## config.mk

```make
export PLATFORM = sky130hd
export DESIGN_NAME = jtag_tap_sampled_flat
export DESIGN_NICKNAME = d
export VERILOG_FILES = /design/src/rtl/jtag_tap_sampled_if.sv /design/src/rtl/jtag_tap_sampled.sv /design/src/flat_wrapper.sv
export SDC_FILE = /design/constraint.sdc
export NUM_CORES = 1
export LEC_CHECK = 0
export ABC_AREA = 1
export CAP_MARGIN = 30
export CORE_MARGIN = 3
export CORE_UTILIZATION = 40
export CTS_BUF_LIST = sky130_fd_sc_hd__clkbuf_4 sky130_fd_sc_hd__clkbuf_8 sky130_fd_sc_hd__clkbuf_16
export CTS_CLUSTER_SIZE = 25
export DETAILED_ROUTE_END_ITERATION = 6
export PLACE_DENSITY_LB_ADDON = 0.15
export SLEW_MARGIN = 20
export SYNTH_ARGS = -nofsm -noshare
export SYNTH_HDL_FRONTEND = slang
export SYNTH_SLANG_ARGS = --single-unit
```

## constraint.sdc

```tcl
create_clock -name clk -period 2.2 [get_ports clk]
set_clock_uncertainty 0.2 [all_clocks]
set_input_delay 0.33 -clock clk [delete_from_list [all_inputs] [get_ports clk]]
set_output_delay 0.33 -clock clk [all_outputs]
set_load 0.02 [all_outputs]
```

## src/rtl/jtag_tap_sampled_if.sv

```systemverilog
// JTAG link between a driver (master) and the TAP responder (slave).
interface jtag_tap_sampled_if;
  logic tck;
  logic tms;
  logic tdi;
  logic tdo;
  logic tdo_oe;

  modport master (output tck, tms, tdi, input tdo, tdo_oe);
  modport slave  (input tck, tms, tdi, output tdo, tdo_oe);
endinterface

```

## src/rtl/jtag_tap_sampled.sv

```systemverilog
// Oversampled JTAG TAP: tck/tms/tdi synchronized into clk, full 1149.1 FSM, IDCODE/BYPASS/GPIO DRs.
// Define JTAG_USERCODE_EN to add the USERCODE instruction and its 32-bit DR.
module jtag_tap_sampled #(
  parameter int                   IR_LENGTH    = 4,
  parameter logic [31:0]          IDCODE_VALUE = 32'h149511C3,
  parameter logic [IR_LENGTH-1:0] IR_IDCODE    = 4'h1,
  parameter logic [IR_LENGTH-1:0] IR_BYPASS    = 4'hF,
  parameter logic [IR_LENGTH-1:0] IR_GPIO      = 4'hA,
  parameter int                   GPIO_W       = 3
`ifdef JTAG_USERCODE_EN
  ,
  parameter logic [IR_LENGTH-1:0] IR_USERCODE    = 4'h8,
  parameter logic [31:0]          USERCODE_VALUE = 32'h0000_0001
`endif
) (
  input  logic                  clk,
  input  logic                  reset,
  jtag_tap_sampled_if.slave     jtag,
  input  logic [GPIO_W:0]       gpio_in,
  output logic [GPIO_W-1:0]     gpio_out
);

  typedef enum logic [3:0] {
    EXIT2_DR = 4'h0, EXIT1_DR = 4'h1, SHIFT_DR = 4'h2, PAUSE_DR = 4'h3,
    SEL_IR   = 4'h4, UPD_DR   = 4'h5, CAP_DR   = 4'h6, SEL_DR   = 4'h7,
    EXIT2_IR = 4'h8, EXIT1_IR = 4'h9, SHIFT_IR = 4'hA, PAUSE_IR = 4'hB,
    RTI      = 4'hC, UPD_IR   = 4'hD, CAP_IR   = 4'hE, TLR      = 4'hF
  } tap_state_e;

  typedef enum logic [1:0] {SEL_BYPASS, SEL_IDCODE, SEL_GPIO, SEL_USER} dr_sel_e;

  logic tck_s1_q, tck_s2_q, tck_hist_q, tms_s1_q, tms_s2_q, tdi_s1_q, tdi_s2_q;
  logic seen_q, armed_q, armed_d;
  logic tck_rise, tck_fall;

  // A tck already high when reset drops must be seen low once before any rise counts.
  assign armed_d  = armed_q | (seen_q & ~tck_s1_q);
  assign tck_rise = tck_s2_q & ~tck_hist_q & armed_q;
  assign tck_fall = ~tck_s2_q & tck_hist_q;

  // NOTE: sequential state uses non-blocking assignments so every FF samples pre-edge values.
  always_ff @(posedge clk) begin
    if (reset) begin
      {tck_s1_q, tck_s2_q, tck_hist_q} <= '0;
      {tms_s1_q, tms_s2_q, tdi_s1_q, tdi_s2_q} <= '0;
      seen_q  <= 1'b0;
      armed_q <= 1'b0;
    end else begin
      tck_s1_q   <= jtag.tck;
      tck_s2_q   <= tck_s1_q;
      tck_hist_q <= tck_s2_q;
      tms_s1_q   <= jtag.tms;
      tms_s2_q   <= tms_s1_q;
      tdi_s1_q   <= jtag.tdi;
      tdi_s2_q   <= tdi_s1_q;
      seen_q     <= 1'b1;
      armed_q    <= armed_d;
    end
  end

  tap_state_e state_q, state_d;

  always_ff @(posedge clk) begin
    if (reset) state_q <= TLR;
    else       state_q <= state_d;
  end

  // NOTE: every always_comb output gets a default first so no latch is inferred.
  always_comb begin
    state_d = state_q;
    if (tck_rise) begin
      unique case (state_q)
        TLR:      state_d = tms_s2_q ? TLR      : RTI;
        RTI:      state_d = tms_s2_q ? SEL_DR   : RTI;
        SEL_DR:   state_d = tms_s2_q ? SEL_IR   : CAP_DR;
        CAP_DR:   state_d = tms_s2_q ? EXIT1_DR : SHIFT_DR;
        SHIFT_DR: state_d = tms_s2_q ? EXIT1_DR : SHIFT_DR;
        EXIT1_DR: state_d = tms_s2_q ? UPD_DR   : PAUSE_DR;
        PAUSE_DR: state_d = tms_s2_q ? EXIT2_DR : PAUSE_DR;
        EXIT2_DR: state_d = tms_s2_q ? UPD_DR   : SHIFT_DR;
        UPD_DR:   state_d = tms_s2_q ? SEL_DR   : RTI;
        SEL_IR:   state_d = tms_s2_q ? TLR      : CAP_IR;
        CAP_IR:   state_d = tms_s2_q ? EXIT1_IR : SHIFT_IR;
        SHIFT_IR: state_d = tms_s2_q ? EXIT1_IR : SHIFT_IR;
        EXIT1_IR: state_d = tms_s2_q ? UPD_IR   : PAUSE_IR;
        PAUSE_IR: state_d = tms_s2_q ? EXIT2_IR : PAUSE_IR;
        EXIT2_IR: state_d = tms_s2_q ? UPD_IR   : SHIFT_IR;
        UPD_IR:   state_d = tms_s2_q ? SEL_DR   : RTI;
        default:  state_d = TLR;
      endcase
    end
  end

  logic cap_ir, shift_ir, upd_ir, cap_dr, shift_dr, upd_dr;

  always_comb begin
    cap_ir   = (state_q == CAP_IR);
    shift_ir = (state_q == SHIFT_IR);
    upd_ir   = (state_q == UPD_IR);
    cap_dr   = (state_q == CAP_DR);
    shift_dr = (state_q == SHIFT_DR);
    upd_dr   = (state_q == UPD_DR);
  end

  logic [IR_LENGTH-1:0] ir_q, ir_sr_q;
  logic                 bypass_q;
  logic [GPIO_W:0]      gpio_sr_q;
  logic [31:0]          id_sr_q, id_capture;
  logic [GPIO_W-1:0]    gpio_out_q;
  logic                 tdo_q, tdo_oe_q;
  dr_sel_e              dr_sel;
  logic                 dr_lsb;

  // Any IR value without its own DR falls back to BYPASS.
  always_comb begin
    dr_sel = SEL_BYPASS;
    if (ir_q == IR_IDCODE) dr_sel = SEL_IDCODE;
    if (ir_q == IR_GPIO)   dr_sel = SEL_GPIO;
`ifdef JTAG_USERCODE_EN
    if (ir_q == IR_USERCODE) dr_sel = SEL_USER;
`endif
  end

`ifdef JTAG_USERCODE_EN
  assign id_capture = (dr_sel == SEL_USER) ? USERCODE_VALUE : IDCODE_VALUE;
`else
  assign id_capture = IDCODE_VALUE;
`endif

  always_comb begin
    unique case (dr_sel)
      SEL_IDCODE, SEL_USER: dr_lsb = id_sr_q[0];
      SEL_GPIO:             dr_lsb = gpio_sr_q[0];
      default:              dr_lsb = bypass_q;
    endcase
  end

  always_ff @(posedge clk) begin
    if (reset) begin
      ir_q       <= IR_IDCODE;
      ir_sr_q    <= '0;
      bypass_q   <= 1'b0;
      gpio_sr_q  <= '0;
      id_sr_q    <= '0;
      gpio_out_q <= '0;
      tdo_q      <= 1'b0;
      tdo_oe_q   <= 1'b0;
    end else begin
      if (tck_rise) begin
        if (cap_ir)   ir_sr_q <= IR_LENGTH'(4'b0101);
        if (shift_ir) ir_sr_q <= {tdi_s2_q, ir_sr_q[IR_LENGTH-1:1]};
        if (upd_ir)   ir_q    <= ir_sr_q;
        if (state_d == TLR) ir_q <= IR_IDCODE;
        if (cap_dr) begin
          unique case (dr_sel)
            SEL_IDCODE, SEL_USER: id_sr_q   <= id_capture;
            SEL_GPIO:             gpio_sr_q <= gpio_in;
            default:              bypass_q  <= 1'b0;
          endcase
        end
        if (shift_dr) begin
          unique case (dr_sel)
            SEL_IDCODE, SEL_USER: id_sr_q   <= {tdi_s2_q, id_sr_q[31:1]};
            SEL_GPIO:             gpio_sr_q <= {tdi_s2_q, gpio_sr_q[GPIO_W:1]};
            default:              bypass_q  <= tdi_s2_q;
          endcase
        end
        if (upd_dr && dr_sel == SEL_GPIO) gpio_out_q <= gpio_sr_q[GPIO_W-1:0];
      end
      if (tck_fall) begin
        tdo_oe_q <= shift_ir | shift_dr;
        if (shift_ir)      tdo_q <= ir_sr_q[0];
        else if (shift_dr) tdo_q <= dr_lsb;
      end
    end
  end

  assign jtag.tdo    = tdo_q;
  assign jtag.tdo_oe = tdo_oe_q;
  assign gpio_out    = gpio_out_q;

endmodule

```

## src/flat_wrapper.sv

```systemverilog
// flat-port wrapper written by rule: the top's interface ports become plain ports
module jtag_tap_sampled_flat 
#(
  parameter int                   IR_LENGTH    = 4,
  parameter logic [31:0]          IDCODE_VALUE = 32'h149511C3,
  parameter logic [IR_LENGTH-1:0] IR_IDCODE    = 4'h1,
  parameter logic [IR_LENGTH-1:0] IR_BYPASS    = 4'hF,
  parameter logic [IR_LENGTH-1:0] IR_GPIO      = 4'hA,
  parameter int                   GPIO_W       = 3

)
  (clk, reset, gpio_in, gpio_out, jtag_tck, jtag_tms, jtag_tdi, jtag_tdo, jtag_tdo_oe);
  jtag_tap_sampled_if jtag_i ();
  input  logic clk;
  input  logic reset;
  input  logic [GPIO_W:0] gpio_in;
  output logic [GPIO_W-1:0] gpio_out;
  input wire logic [$bits(jtag_i.tck)-1:0] jtag_tck;
  input wire logic [$bits(jtag_i.tms)-1:0] jtag_tms;
  input wire logic [$bits(jtag_i.tdi)-1:0] jtag_tdi;
  output wire logic [$bits(jtag_i.tdo)-1:0] jtag_tdo;
  output wire logic [$bits(jtag_i.tdo_oe)-1:0] jtag_tdo_oe;
  assign jtag_i.tck = jtag_tck;
  assign jtag_i.tms = jtag_tms;
  assign jtag_i.tdi = jtag_tdi;
  assign jtag_tdo = jtag_i.tdo;
  assign jtag_tdo_oe = jtag_i.tdo_oe;
  jtag_tap_sampled #(.IR_LENGTH(IR_LENGTH), .IDCODE_VALUE(IDCODE_VALUE), .IR_IDCODE(IR_IDCODE), .IR_BYPASS(IR_BYPASS), .IR_GPIO(IR_GPIO), .GPIO_W(GPIO_W)) u_core (.clk(clk), .reset(reset), .jtag(jtag_i), .gpio_in(gpio_in), .gpio_out(gpio_out));
endmodule
```

# Word level (Yosys, flattened, before mapping)
# Index checks and enable logic that the tools add are counted.
# totals
inputBits	9
register_bits	63
output_inout_bits	5
wordCells	98
# op_classes
bitwise	9
n_eq_ne	21
muxes	36
n_reduce_logical	14
# op_table
op	count
two-way mux 32 bit	4
case mux 4 bit (12 select lines)	1
equality test 4 bit (second input constant)	10
two-way mux 4 bit	10
equality test 4 x 3 -> 1 bit (second input constant)	4
two-way mux 2 bit	7
two-way mux 3 bit	4
two-way mux 1 bit	9
equality test 4 x 1 -> 1 bit (second input constant)	2
equality test 4 x 2 -> 1 bit (second input constant)	2
AND reduction 2 bit	4
nonzero test 2 bit	3
OR reduction 2 bit	3
OR reduction 3 bit	2
AND 1 bit	4
equality test 2 bit (second input constant)	2
zero test 4 bit	1
NOT 1 bit	3
equality test 2 x 1 -> 1 bit (second input constant)	1
OR 1 bit	2
case mux 1 bit (2 select lines)	1
logical AND 1 bit	1

# Depth between registers and ports, before layout
# Gate-level depths: netlist of run 1.
# depth
word_depth	9
mapped_depth	13
mapped_depth_nobuf	13

# Worst setup path before layout of run 1
# OpenSTA, ideal clock, no wires.
# synth_timing
path_kind	register -> register
start	register u_core.state_q[1]
end	register u_core.id_sr_q[12]
path_buffers	1
period_less_slack_ns	1.635
path_slack_ns	0.565
setup_time_ns	0.117
required_time_ns	1.883
arrival_time_ns	1.318
stages_incl_launch_ff	11
path_cell_list	dfxtp_1 -> inv_2 -> nor2_4 -> inv_2 -> nor2_4 -> nand2_4 -> nor2_8 -> inv_4 -> buf_4 -> nor3_1 -> nor2_1
# synth_between
elab_chain_cells	4
word_cells_on_any_way	5
classes_between	eq/ne: 2; mux: 3
# synth_lines
item	line	text
start: declaration	jtag_tap_sampled.sv:61	tap_state_e state_q, state_d;
start signal: assignment	jtag_tap_sampled.sv:65	else state_q <= state_d;
equality test 4 x 3 -> 1 bit	jtag_tap_sampled.sv:100	cap_dr = (state_q == CAP_DR);
two-way mux 32 bit	jtag_tap_sampled.sv:154	if (cap_dr) begin
two-way mux 32 bit	jtag_tap_sampled.sv:162	unique case (dr_sel)
two-way mux 32 bit (*)	jtag_tap_sampled.sv:161	if (shift_dr) begin
end signal: assignment	jtag_tap_sampled.sv:156	SEL_IDCODE, SEL_USER: id_sr_q <= id_capture;
end signal: assignment	jtag_tap_sampled.sv:163	SEL_IDCODE, SEL_USER: id_sr_q <= {tdi_s2_q, id_sr_q[31:1]};
end: declaration	jtag_tap_sampled.sv:108	logic [31:0] id_sr_q, id_capture;
# Every way passes the cells marked *; elsewhere a longest branch is shown, timed or not.
# A chain may end at the register's enable or synchronous reset.

# Final worst setup path of run 1
# layout_timing
start	register u_core.tck_s2_q
end	register u_core.ir_q[0]
# layout_between
elab_chain_cells	6
word_cells_on_any_way	7
classes_between	eq/ne: 1; mux: 2; bitwise: 2; reduce/logical: 2
# layout_lines
item	line	text
start: declaration	jtag_tap_sampled.sv:32	logic tck_s1_q, tck_s2_q, tck_hist_q, tms_s1_q, tms_s2_q, tdi_s1_q, tdi_s2_q;
start signal: assignment	jtag_tap_sampled.sv:50	tck_s2_q <= tck_s1_q;
AND 1 bit (*) (2 in series)	jtag_tap_sampled.sv:38	assign tck_rise = tck_s2_q & ~tck_hist_q & armed_q;
two-way mux 4 bit	jtag_tap_sampled.sv:71	if (tck_rise) begin
equality test 4 bit	jtag_tap_sampled.sv:153	if (state_d == TLR) ir_q <= IR_IDCODE;
nonzero test 2 bit (no source line)	-	
AND reduction 2 bit (no source line)	-	
end signal: assignment	jtag_tap_sampled.sv:152	if (upd_ir) ir_q <= ir_sr_q;
end: declaration	jtag_tap_sampled.sv:105	logic [IR_LENGTH-1:0] ir_q, ir_sr_q;
# Marked as above.

==> results of run 1 <==
[path summary, 6_finish.rpt]
kind / start / to / cells after the start
worst max-delay path: u_core.tck_s2_q / u_core.ir_q[0] / 11
worst min-delay path: u_core.tms_s1_q / u_core.tms_s2_q / 2
worst max register to register: u_core.tck_s2_q / u_core.ir_q[0] / 11
worst min register to register: u_core.tms_s1_q / u_core.tms_s2_q / 2
[kinds of logic after synthesis]
| logic type | Yosys count |
|---|---|
| flops | 63 |
| buf+inv | 51 |
| compound gates | 67 |
| simple gates | 160 |
[cell usage after synthesis]
cell / count / area share (%)
a211oi_2: 2 / 0.98
nor3_2: 2 / 0.79
nand2_4: 1 / 0.44
nor2_8: 1 / 0.79
inv_2: 4 / 0.59
o31ai_1: 1 / 0.29
nand2_1: 84 / 12
buf_6: 1 / 0.44
nor4_4: 1 / 0.83
nand3_1: 12 / 2.4
clkbuf_1: 5 / 0.74
inv_4: 1 / 0.25
buf_1: 2 / 0.29
dfxtp_1: 63 / 49
o21ai_0: 23 / 4.5
nor2_1: 38 / 5.6
a31oi_1: 3 / 0.74
buf_4: 1 / 0.29
buf_2: 4 / 0.79
nor4_1: 2 / 0.49
inv_1: 33 / 4.9
a211oi_1: 2 / 0.59
a221oi_1: 1 / 0.34
a21oi_1: 35 / 6.9
nor3_1: 15 / 2.9
nor2_4: 2 / 0.88
nand4_1: 2 / 0.49
[area by class of cell]
cell class                      instances  area (µm²)
Multi-Input combinational cell        227        1080
Timing Repair Buffer                   22         198
Fill cell                             603        3090
Tap cell                               75        93.8
Clock buffer                           11         151
Sequential cell                        63        1260
Inverter                               38         145
Clock inverter                          3        43.8
[routing by layer]
layer	global-route usage [%]	wire length [µm]	vias up	part of all wire [%]
met3	6.72	220	5	4.3
li1	-	-	1137	-
met5	0	0	-	0
met1	19.9	2490	960	48
met4	5.76	49	0	0.95
met2	25.5	2400	26	46
[power breakdown]
group | leakage [nW] | total [mW] | internal [mW] | switching [mW]
sequential | 0.510 | 1.16 | 1.15 | 0.00602
combinational | 0.503 | 0.0642 | 0.0265 | 0.0377
clock | 0.101 | 0.999 | 0.572 | 0.427
[through the flow]
stage | total power, mW | hold WS, ns | setup slack, ns
after floorplan | 1.22 | 0.188 | 0.565
after global placement | 1.25 | 0.202 | 0.316
after detailed placement | 1.25 | 0.205 | 0.312
after CTS | 2.25 | 0.212 | 0.289
after global routing | 2.30 | 0.241 | 0.0635
final | 2.22 | 0.209 | 0.299
[registers in the layout (all words and copies together) (netlist names), 3 cells and up]
| name | cells |
|---|---|
| u_core.ir_sr_q | 4 |
| u_core.ir_q | 4 |
| u_core.state_q | 4 |
| u_core.gpio_out | 3 |
| u_core.gpio_sr_q | 4 |
| u_core.id_sr_q | 32 |
[worst max-delay path: stages, from the launching register on]
cell and delay [ns]:
dfxtp_1 0.35, nand3_1 0.24, inv_2 0.25, nand2_1 0.07, nor2_1 0.11, nand2_1 0.05
nand2_1 0.07, nor2_1 0.05, nand3_1 0.18, nand3_1 0.10, nand2_1 0.07, nand2_1 0.04
==> out/qor.yml, run 1 <==
cts:
  cts-root-buf: "clkbuf_8"
  cts_tree: "built"
  clock_path_buffers: 2
  clock-sinks: 63
  htree_levels: 3
  clock_latency_ns: 0.34
  cts_buffers: 9
  cts_resized: 0
  cts_hold_buffers: 0
  path_clk_slew_ns: 0.07
  post_cts_buffers: 0
yosys:
  yosys_register_bits: 63
  ys_warn_count: 0
  synth-compound-area-share_pct: 14.3
  synth_top_family_by_area: "simple AND/OR/NAND/NOR gates"
  synth_fa_ha_area_share_pct: 0
  syn_avg_cell_area_um2: 7.48
  synth_xor_area_share_pct: 0
  ys_types: 27
  syn_inst: 341
  yosysSeqAreaShare_pct: 49.5
  synth_simple_gate_area_share_pct: 28.0
  netlist_area_um2: 2550
  syn_nets: 350
  synth.area.mux_share_pct: 0
setup_path:
  cp-start-kind: "flip-flop"
  arrival_ns: 1.93
  end_kind: "flip-flop"
  critPathKind: "reg -> reg"
  rrSetupSlack_ns: 0.30
  crit_fanout: 9
  required_ns: 2.23
route:
  drt-pass1-iter-count: 4
  wl_per_cell_um: 11.8
  ant_nets: 0
  vias_per_cell: 4.85
  drc: 0
  drt_iter0_markers: 104
  routed_wl_um: 5160
  vias: 2128
timing:
  min_period_over_period_pct: 86.4
  rsz0062_at_grt: "no"
  setup_violations: 0
  tightest_slew_ns: 0.413
  final_hold_viol_count: 0
  clock.fmax_mhz: 526
  setup_total_negative_slack_ns: 0
  final.min_clock_period_ns: 1.90
  maxSlewViolCount: 0
  slew_headroom_pct: 72.2
die:
  rows: 28
  die_w_um: 85.8
  dieArea_um2: 7370
  core_um2: 6060
  initial_core_util_pct: 42.1
  io_pins: 14
  die_h_um: 85.8
placement:
  gp_congestion: 0.861
  place_area_um2: 2780
  dp.final_hpwl_um: 3630
  io_buffers: 13
  placed_cells: 425
final_layout:
  area_growth_pct: 16.5
  drive_gt1_share_pct: 10.2
  final_common_cell: "nand2_1"
  nets: 370
  final_cells: 439
  antenna_cells: 0
  fin_util_pct: 49.0
  stdcell_area_um2: 2970
  layout_common_cells: "nand2_1, dfxtp_1, nor2_1"
pwr:
  p_per_area_nw_per_um2: 747
  ir_drop_mv: 0.540
  p_leak_nw: 1.11
global_route:
  first_global_vias: 2046
  grt_pass1_wl_um: 9320
  antenna_found_initial: 0
  overflow: 0
  grt_max_degree: 34
  grt_usage_pct: 16.2
flow_run:
  drv_cap: 0
worst_hold_path:
  hp-class: "reg -> reg"
outcome:
  status: "completed"
(Power assumes the default switching activity.)
==> run 2, diff against run 1 <==
--- a/config.mk
+++ b/config.mk
@@ -6,6 +6,7 @@
 export NUM_CORES = 1
 export LEC_CHECK = 0
 export ABC_AREA = 1
+export ABC_CLOCK_PERIOD_IN_PS = 2200
 export CAP_MARGIN = 30
 export CORE_MARGIN = 3
 export CORE_UTILIZATION = 40
==> results of run 2 <==
Final layout, timing and power as in run 1 (identical DEF).
